===== src/rtl/fp_add_normalizer.sv =====
// Post-add normalizer: takes the raw adder result {sign, exp, carry.implicit.fraction},
// brings it to 1.M form (one right shift on carry, or one left shift per cycle)
// and packs an IEEE-754 style word behind valid/ready handshakes.
// Build option: FPN_FTZ_EN -- flush subnormal results to signed zero.
//
//  state   | meaning
//  S_IDLE  | waiting for an operand, in_ready=1
//  S_SHIFT | normalizing, one rule applied per cycle
//  S_DONE  | result presented, out_valid=1 until out_ready
module fp_add_normalizer #(
  parameter int EXP_W = 8,
  parameter int MAN_W = 23
) (
  input  logic                   clk,
  input  logic                   rst_n,
  input  logic                   in_valid,
  output logic                   in_ready,
  input  logic                   in_sign,
  input  logic [EXP_W-1:0]       in_exp,
  input  logic [MAN_W+1:0]       in_man,
  output logic                   out_valid,
  input  logic                   out_ready,
  output logic [EXP_W+MAN_W:0]   out_data,
  output logic                   out_zero,
  output logic                   out_denorm,
  output logic                   out_ovf
);

  localparam logic [EXP_W-1:0] EXP_ONES = {EXP_W{1'b1}};
  localparam logic [EXP_W-1:0] EXP_ZERO = {EXP_W{1'b0}};
  localparam logic [EXP_W-1:0] EXP_ONE  = {{(EXP_W-1){1'b0}}, 1'b1};
  localparam logic [MAN_W-1:0] FRAC_ZERO = {MAN_W{1'b0}};

  typedef enum logic [1:0] {
    S_IDLE  = 2'd0,
    S_SHIFT = 2'd1,
    S_DONE  = 2'd2
  } state_t;

  state_t                 state_q, state_n;
  logic                   sign_q, sign_n;
  logic [EXP_W-1:0]       exp_q, exp_n;
  logic [MAN_W+1:0]       man_q, man_n;
  logic                   special_q, special_n;
  logic [EXP_W+MAN_W:0]   data_q, data_n;
  logic                   zero_q, zero_n;
  logic                   denorm_q, denorm_n;
  logic                   ovf_q, ovf_n;
  logic [EXP_W-1:0]       exp_inc;

  assign in_ready   = (state_q == S_IDLE);
  assign out_valid  = (state_q == S_DONE);
  assign out_data   = data_q;
  assign out_zero   = zero_q;
  assign out_denorm = denorm_q;
  assign out_ovf    = ovf_q;

  assign exp_inc = exp_q + EXP_ONE;

  // State and datapath registers; reset discards any in-flight operand.
  always_ff @(posedge clk or negedge rst_n) begin
    if (!rst_n) begin
      state_q   <= S_IDLE;
      sign_q    <= 1'b0;
      exp_q     <= EXP_ZERO;
      man_q     <= '0;
      special_q <= 1'b0;
      data_q    <= '0;
      zero_q    <= 1'b0;
      denorm_q  <= 1'b0;
      ovf_q     <= 1'b0;
    end else begin
      state_q   <= state_n;
      sign_q    <= sign_n;
      exp_q     <= exp_n;
      man_q     <= man_n;
      special_q <= special_n;
      data_q    <= data_n;
      zero_q    <= zero_n;
      denorm_q  <= denorm_n;
      ovf_q     <= ovf_n;
    end
  end

  // Next-state and normalization rules; first matching rule wins in S_SHIFT.
  always_comb begin
    state_n   = state_q;
    sign_n    = sign_q;
    exp_n     = exp_q;
    man_n     = man_q;
    special_n = special_q;
    data_n    = data_q;
    zero_n    = zero_q;
    denorm_n  = denorm_q;
    ovf_n     = ovf_q;

    case (state_q)
      S_IDLE: begin
        if (in_valid) begin
          sign_n    = in_sign;
          // exponent 0 carries the same weight as 1 (subnormal input)
          exp_n     = (in_exp == EXP_ZERO) ? EXP_ONE : in_exp;
          man_n     = in_man;
          special_n = (in_exp == EXP_ONES);
          zero_n    = 1'b0;
          denorm_n  = 1'b0;
          ovf_n     = 1'b0;
          state_n   = S_SHIFT;
        end
      end

      S_SHIFT: begin
        if (special_q) begin
          data_n  = {sign_q, EXP_ONES, man_q[MAN_W-1:0]};
          state_n = S_DONE;
        end else if (man_q[MAN_W+1]) begin
          // after one right shift the implicit bit is set, so finish directly
          if (exp_inc == EXP_ONES) begin
            data_n = {sign_q, EXP_ONES, FRAC_ZERO};
            ovf_n  = 1'b1;
          end else begin
            data_n = {sign_q, exp_inc, man_q[MAN_W:1]};
          end
          state_n = S_DONE;
        end else if (man_q == '0) begin
          data_n  = {sign_q, EXP_ZERO, FRAC_ZERO};
          zero_n  = 1'b1;
          state_n = S_DONE;
        end else if (man_q[MAN_W]) begin
          data_n  = {sign_q, exp_q, man_q[MAN_W-1:0]};
          state_n = S_DONE;
        end else if (exp_q == EXP_ONE) begin
`ifdef FPN_FTZ_EN
          data_n  = {sign_q, EXP_ZERO, FRAC_ZERO};
          zero_n  = 1'b1;
`else
          data_n   = {sign_q, EXP_ZERO, man_q[MAN_W-1:0]};
          denorm_n = 1'b1;
`endif
          state_n = S_DONE;
        end else begin
          man_n = {man_q[MAN_W:0], 1'b0};
          exp_n = exp_q - EXP_ONE;
        end
      end

      S_DONE: begin
        if (out_ready) begin
          state_n = S_IDLE;
        end
      end

      default: begin
        state_n = S_IDLE;
      end
    endcase
  end

endmodule

===== config.mk =====
export PLATFORM = sky130hd
export DESIGN_NAME = fp_add_normalizer
export DESIGN_NICKNAME = d
export VERILOG_FILES = /design/src/rtl/fp_add_normalizer.sv
export SDC_FILE = /design/constraint.sdc
export NUM_CORES = 1
export LEC_CHECK = 0
export CAP_MARGIN = 20
export CORE_MARGIN = 2
export CORE_UTILIZATION = 47
export CTS_CLUSTER_DIAMETER = 40
export CTS_CLUSTER_SIZE = 24
export DETAILED_ROUTE_END_ITERATION = 6
export PLACE_DENSITY_LB_ADDON = 0.08
export RECOVER_POWER = 100
export SLEW_MARGIN = 20
export SYNTH_ARGS = -nofsm -noshare
export SYNTH_HDL_FRONTEND = slang
export SYNTH_SLANG_ARGS = --single-unit
export TNS_END_PERCENT = 100

===== constraint.sdc =====
create_clock -name clk -period 2.5 [get_ports clk]
set_clock_uncertainty 0.15 [all_clocks]
set_input_delay 0.375 -clock clk [delete_from_list [all_inputs] [get_ports clk]]
set_output_delay 0.375 -clock clk [all_outputs]
set_load 0.02 [all_outputs]

* Word-level counts from Yosys, hierarchy flattened *
Cells that the tools add are included.

operators by class
  equal/unequal tests = 17
  reductions and logical operators = 14
  $add $sub $neg = 2
  muxes and demuxes = 44

operator list
  cell                 number
  $mux 32              5
  $mux 25              3
  $mux 24              3
  $mux 8               7
  $pmux 25 s2          1
  $mux 31              1
  $logic_not 25->1     1
  $ne 2x2->1 const B   10
  $eq 8x8->1 const B   2
  $pmux 8 s2           1
  $reduce_and 5->1     3
  $mux 2               7
  $reduce_and 7->1     2
  $mux 1               12
  $add 8x1->8 const B  1
  $eq 8x1->1 const B   1
  $logic_not 8->1      1
  $sub 8x1->8 const B  1
  $ne 6x6->1 const B   1
  $pmux 1 s2           3
  $pmux 2 s3           1
  $reduce_and 3->1     2
  $reduce_bool 5->1    1
  $reduce_and 2->1     2
  5 further kinds      5

word-level totals
  register bits = 72
  input bits = 38

* Longest topological paths before layout *
Gate-level depths: netlist of run 1.

  depth in word-level cells = 7
  gate-level depth with buffers = 9
  gate-level depth less buffers = 8

* Worst setup path after synthesis of run 1 *
No wires, ideal clock.

  path kind = reg-to-reg
  start point = register exp_q[1]
  end point = register man_q[10]
  period minus slack after synthesis = 2.377 ns
  buffers on the path = 1
  data required time = 2.225 ns
  arrival time = 2.102 ns
  path slack = 0.123 ns
  cell stages (with the launch flop) = 10
  cells stage by stage = dfrtp_1 > inv_1 > ha_1 > or4b_4 > o221a_1 > o21ai_2 > and2_4 > inv_4 > buf_6 > mux2_4

between the ends
  longest elaborated chain between the ends = 3

RTL lines
  item                        RTL line  source
  start, declared             42        logic [EXP_W-1:0] exp_q, exp_n;
  start signal, assigned      75        exp_q <= exp_n;
  $eq 8x1->1                  132       end else if (exp_q == EXP_ONE) begin
  $ne 2x2->1 (no line)        --
  $reduce_and 7->1 (no line)  --
  end signal, assigned        76        man_q <= man_n;
  end, declared               43        logic [MAN_W+1:0] man_q, man_n;

Every way passes these cells.
A chain may end at the register's enable or synchronous reset.

* Worst setup path in the final report of run 1 *
  start point = register exp_q[1]
  end point = register man_q[21]

The elaborated chain is that of the path after synthesis.

==> metrics.yaml, run 1 <==
run_status:
  outcome: "completed"
route:
  wl_per_cell_um: 17.8
  ant_nets: 0
  vias: 3393
  via_per_inst: 5.90
  drc: 0
  drt-initial-drc-count: 203
  finalWirelength_um: 10300
  dr.pass1.iters: 5
synthesis:
  yosys.area.top_type_share_pct: 46.5
  synth_commonest_cells: "72 x dfrtp_1, 41 x nand2_1, 39 x nor2_1"
  ys_seq_area_share_pct: 46.5
  syn-num-nets: 423
  synth_cells: 381
  ys_warn_count: 0
  synth_area_leaders: "dfrtp_1 47%, mux2_4 6.2%, a221o_1 5.9%"
  ys_types: 56
  synthArstFlopShare_pct: 100
  synth_area_leader_cell: "dfrtp_1"
  synth-main-ff-cell: "dfrtp_1"
  synthesis.area_um2: 3870
  synth_area_per_cell_um2: 10.2
  synthMostInstantiatedCell: "dfrtp_1"
  synth.ff_latch_count: 72
  synth_edf_count: 0
power_and_ir_drop:
  p_sw_mw: 2.82
  comb_power_share_pct: 55.0
  p_int_mw: 3.83
  total_power_mw: 6.64
  powerDensity_nw_per_um2: 1320
  seqPwrFrac_pct: 32.5
  power.share.switching_pct: 42.4
  power_leakage_nw: 2.23
  p_clk_share_pct: 12.4
  irDropWorstVdd_mv: 0.631
cts:
  cts.sinks: 72
  clk_pin_slew_worst_paths_ps: 80
  root_buffer: "clkbuf_8"
  cts_buffer_depth: 2
  cts_tree: "done"
  worstSkewPairLatency_ps: 360
  cts_buffers: 9
  ctsHtreeMaxLevel: 3
floorplan:
  die_area_um2: 8980
  die_height_um: 94.8
  start_util_pct: 47.8
  die_w_um: 94.8
  rows: 33
  core-area_um2: 8090
  ios: 75
timing:
  period_share_pct: 96.0
  finalSetupViolations: 0
  hold_viol_final: 0
  slew_headroom_pct: 22.6
  tightest_slew_ps: 1160
  setup_tns_ps: 0
  holdWs_ps: 333
  fmax_ghz: 0.417
  grt_setup_unrepaired: "true"
  period_needed_ps: 2400
  finalMaxSlewViolations: 0
global_routing:
  antenna_found_initial: 0
  grt_start_max_net_pins: 54
  grt_pass1_wl_um: 16700
  grt_overflow: 0
  track_usage_pct: 24.2
  grt_pass1_vias: 3269
cells_and_area:
  design_area_um2: 5030
  drive_above_1_share_pct: 17.0
  syn_to_final_growth_pct: 30.0
  multi_input_area_um2: 1910
  regArea_um2: 1800
  fillers: 711
  utilization_pct: 62.2
  nets: 507
  antennaDiodeCount: 0
worst_setup_path:
  cp_max_fo: 15
  required_ps: 2580
  path_cells: "inv_2, ha_1, or4b_4, o221a_1, o21ai_2, and2_4, inv_4, buf_12, mux2_4"
  crit_family: "simple AND/OR/NAND/NOR gates"
  endpoint_kind: "flip-flop"
  critPathSlowestCell: "or4b_4"
  start_kind: "flip-flop"
  max_stage_delay_ps: 460
  critPathBufInv: 3
  crit_type: "reg2reg"
  worstPathArrival_ps: 2480
place:
  dp_hpwl_um: 7220
  port_buffers: 74
  gp_congestion: 0.899
  placed_area_um2: 4860
run:
  maxCapViolations: 0
min_path:
  hp-class: "reg2reg"
==> routing by layer <==
metal	up-vias	part of all wire [%]	global-route usage, %
met5	-	0	0
li1	1591	-	-
met1	1687	47	34.9
met4	0	1.3	7.49
met3	12	5.4	3.67
met2	103	46	37.6
==> path summary, 6_finish.rpt <==
kind                               start           end  slack, ps  depth (start not counted)
worst min-delay path              sign_q        sign_q        330                          2
worst min register to register    sign_q        sign_q        330                          2
worst max register to register  exp_q[1]     man_q[21]        100                          9
min in group asynchronous          rst_n  out_data[26]        630                          2
worst max-delay path            exp_q[1]     man_q[21]        100                          9
max in group asynchronous          rst_n      man_q[3]        730                          3
==> tightest hold or removal path: cells and delay by family (launching register included) <==
kind / cells / cell delay (ps)
DFF: 1 / 350
and+or+nand+nor: 2 / 100
==> per-stage QoR <==
stage	setup WS, ps	std cells
3_5_place_dp	75.9	558
2_1_floorplan	123	381
3_3_place_gp	103	558
6_report	99.4	575
4_1_cts	60.2	575
5_1_grt	-0.238	575
==> layout by cell type (no fill, tap or decap), drive strengths merged, types with 4 or more instances in the layout <==
cell type	n
inv	9
a221o	23
nand2	41
nor4	10
nor3	7
a21oi	13
mux2	25
nand3	8
clkbuf	15
o311ai	4
buf	24
o21ai	21
clkinv	4
nand2b	4
a211oi	4
nor2	39
dfrtp	72
a22o	21
ha	4
clkdlybuf4s50	36
nor2b	4
dlygate4sd3	38
==> flip-flops by register name (all words and copies together), names as in the netlist <==
signal      cells
out_data       32
man_q          25
exp_q           8
state_q         2
out_denorm      1
out_ovf         1
out_zero        1
sign_q          1
special_q       1
==> power groups by stage <==
stage               sequential, mW  clock, mW  combinational (mW)
floorplan                     2.35          0                2.21
global placement              2.17          0                3.66
detailed placement            2.19          0                3.73
CTS                           2.17      0.840                3.75
global route                  2.24      0.884                3.97
finish                        2.16      0.826                3.66
==> final cells by class <==
cell class                 instances  area share [%]
clock buffer                      10            2.54
clock inverter                     6           0.870
inverter                           8           0.646
multi-input combinational        271            38.0
sequential                        72            35.8
tap                              105            2.61
timing repair buffer             103            19.5
==> cell families (layout without fill, tap and decap cells) <==
logic type	count (synthesis)	after routing	synth area share (%)
flops	72	72	46.5
buf+inv	38	127	4.56
simple gates	128	128	15.6
compound gates	109	109	21.9
xor+xnor	3	3	0.679
fa+ha+maj	4	4	1.29
mux	27	27	9.34
==> repair_timing <==
item / CTS / global route
buffers inserted: 0 / 0
hold buffers: 1 / 0
hold endpoints to repair: 19 / 0
resized for setup: 0 / 2
endpoints found under the setup margin: 0 / 21
Note: power is estimated with default switching activity, not from simulation.
==> run 2: changes to the inputs <==
--- a/config.mk
+++ b/config.mk
@@ -11,6 +11,7 @@
 export CTS_CLUSTER_DIAMETER = 40
 export CTS_CLUSTER_SIZE = 24
 export DETAILED_ROUTE_END_ITERATION = 6
+export GPL_ROUTABILITY_DRIVEN = 0
 export PLACE_DENSITY_LB_ADDON = 0.08
 export RECOVER_POWER = 100
 export SLEW_MARGIN = 20
==> results of run 2 <==
Final layout, timing and power as in run 1 (identical DEF).
==> run 3: changes to the inputs <==
==> constraint.sdc (replaced) <==
create_clock -name clk -period 2.5 [get_ports clk]
set_clock_uncertainty 0.15 [all_clocks]
set_input_delay 0.5 -clock clk [delete_from_list [all_inputs] [get_ports clk]]
set_output_delay 0.5 -clock clk [all_outputs]
set_load 0.02 [all_outputs]
==> metrics.yaml, run 3 (synthesized netlist as in run 1, its figures left out) <==
run_status:
  outcome: "completed"
floorplan:
  rows: 33  # unchanged
  start_util_pct: 47.8  # unchanged
  die_w_um: 94.8  # unchanged
  core-area_um2: 8090  # unchanged
  die_area_um2: 8980  # unchanged
  die_height_um: 94.8  # unchanged
  ios: 75  # unchanged
timing:
  period_needed_ps: 2390  # -7.44 ps
  grt_setup_unrepaired: "true"
  slew_headroom_pct: 21.2  # -1.4 points
  hold_viol_final: 0  # unchanged
  finalMaxSlewViolations: 0  # unchanged
  fmax_ghz: 0.418  # +0.31%
  period_share_pct: 95.7  # -0.30 points
  setup_tns_ps: 0  # unchanged
  tightest_slew_ps: 1180  # +20.8 ps
  finalSetupViolations: 0  # unchanged
cells_and_area:
  antennaDiodeCount: 0  # unchanged
  regArea_um2: 1800  # unchanged
  syn_to_final_growth_pct: 33.3
  stdcell_count: 586  # +1.9%
  layout_commonest_cell: "dfrtp_1"
  fillers: 706  # -0.70%
  largest_reg_flops: 32  # unchanged
  final_cell_mix: "72 x dfrtp_1, 48 x clkdlybuf4s50_1, 41 x nand2_1"
  utilization_pct: 63.8  # +1.6 points
  multi_input_area_um2: 1910  # +0.13%
  nets: 518  # +2.2%
  drive_above_1_share_pct: 18.9  # +1.9 points
route:
  ant_nets: 0  # unchanged
  vias: 3471  # +2.3%
  via_per_inst: 5.92  # +0.38%
  drt-initial-drc-count: 186  # -8.4%
  wl_per_cell_um: 18.0  # +1.1%
  drc: 0  # unchanged
  finalWirelength_um: 10600  # +3.0%
  dr.pass1.iters: 5  # unchanged
worst_setup_path:
  rr_worst_depth: 8  # -1
  start_kind: "flip-flop"
  rrSetupSlack_ps: 110  # about the same
  required_ps: 2590  # about the same
  cp_max_fo: 10  # -5
  rr_startpoint: "exp_q[1]"
  endpoint_kind: "flip-flop"
  worstPathArrival_ps: 2480  # about the same
  reg2reg_to: "out_data[11]"
  crit_type: "reg2reg"
power_and_ir_drop:
  power_leakage_nw: 2.27  # +2.0%
  irDropWorstVdd_mv: 0.578  # -8.3%
  total_power_mw: 6.96  # +4.8%
  powerDensity_nw_per_um2: 1350  # +2.1%
cts:
  cts.sinks: 72  # unchanged
  post-cts-setup-buffers: 0  # unchanged
  ctsHtreeMaxLevel: 3  # unchanged
  root_buffer: "clkbuf_8"
  cts_tree: "done"
  cts_buffer_depth: 2  # unchanged
  clk_pin_slew_worst_paths_ps: 80  # about the same
  worstSkewPairLatency_ps: 350  # about the same
  cts_buffers: 9  # unchanged
place:
  dp_hpwl_um: 7510  # +4.0%
  port_buffers: 74  # unchanged
  placed_cells: 569  # +2.0%
global_routing:
  track_usage_pct: 25.4  # +1.2 points
  antenna_found_initial: 0  # unchanged
  grt_overflow: 0  # unchanged
  grt_pass1_vias: 3348  # +2.4%
  grt_pass1_wl_um: 17400  # +3.9%
  grt_start_max_net_pins: 36  # -33%
min_path:
  min_path_cells: 2  # unchanged
  min_to: "sign_q"
  hp-class: "reg2reg"
  hp-start: "sign_q"
run:
  maxCapViolations: 0  # unchanged
[run 3: power by group]
part / leakage [nW] / switching, mW / internal (mW)
sequential: 0.902 / 0.459 / 1.69
combinational: 1.28 / 1.94 / 1.93
clock: 0.0933 / 0.469 / 0.467
[run 3: metrics by stage]
| step | worst slack [ps] | hold slack [ps] | instance area [um2] |
|---|---|---|---|
| 2_1_floorplan | 123 | 54.4 | 3870 |
| 3_3_place_gp | 46.8 | 307 | 4940 |
| 3_5_place_dp | -13.1 | 314 | 4960 |
| 4_1_cts | 69.6 | 333 | 5170 |
| 5_1_grt | -20.2 | 374 | 5160 |
| 6_report | 107 | 326 | 5160 |
[run 3: layer usage]
metal  track usage (%)  share of wire [%]  up-vias
li1                  -                  -     1615
met1              37.4                 46     1704
met2              37.5                 46      140
met3              4.39                6.7       12
met4              9.78                1.4        0
met5                 0                  0        -
[run 3: final cells by class]
class                      count  share of cell area [%]
clock buffer                  10                    2.47
clock inverter                 6                    1.31
inverter                       8                   0.630
multi-input combinational    271                    37.1
sequential                    72                    34.9
tap                          105                    2.55
timing repair buffer         114                    21.0
[run 3: how the worst max path moves through the flow]
stage	from	to	slack, ps	depth (start not counted)
final	exp_q[1]	out_data[11]	110	8
after global routing	exp_q[1]	out_data[11]	-20	8
after floorplan	exp_q[1]	man_q[10]	120	9
after global placement	in_valid	man_q[15]	50	8
after detailed placement	in_valid	man_q[15]	-10	8
after CTS	man_q[12]	out_data[11]	70	7
[run 3: repair_timing]
action                                  4_1_cts  5_1_grt
hold endpoints to repair                     18        0
hold buffers                                  1        0
gates resized for setup                       0        2
endpoints found under the setup margin        0       22
[run 3: worst max-delay path, stage by stage (launching register included)]
cell,delay (ps)
dfrtp_1,380
inv_1,80
ha_1,130
or4b_4,470
o21ai_1,200
o21ai_2,170
buf_6,190
buf_6,150
a221o_1,350
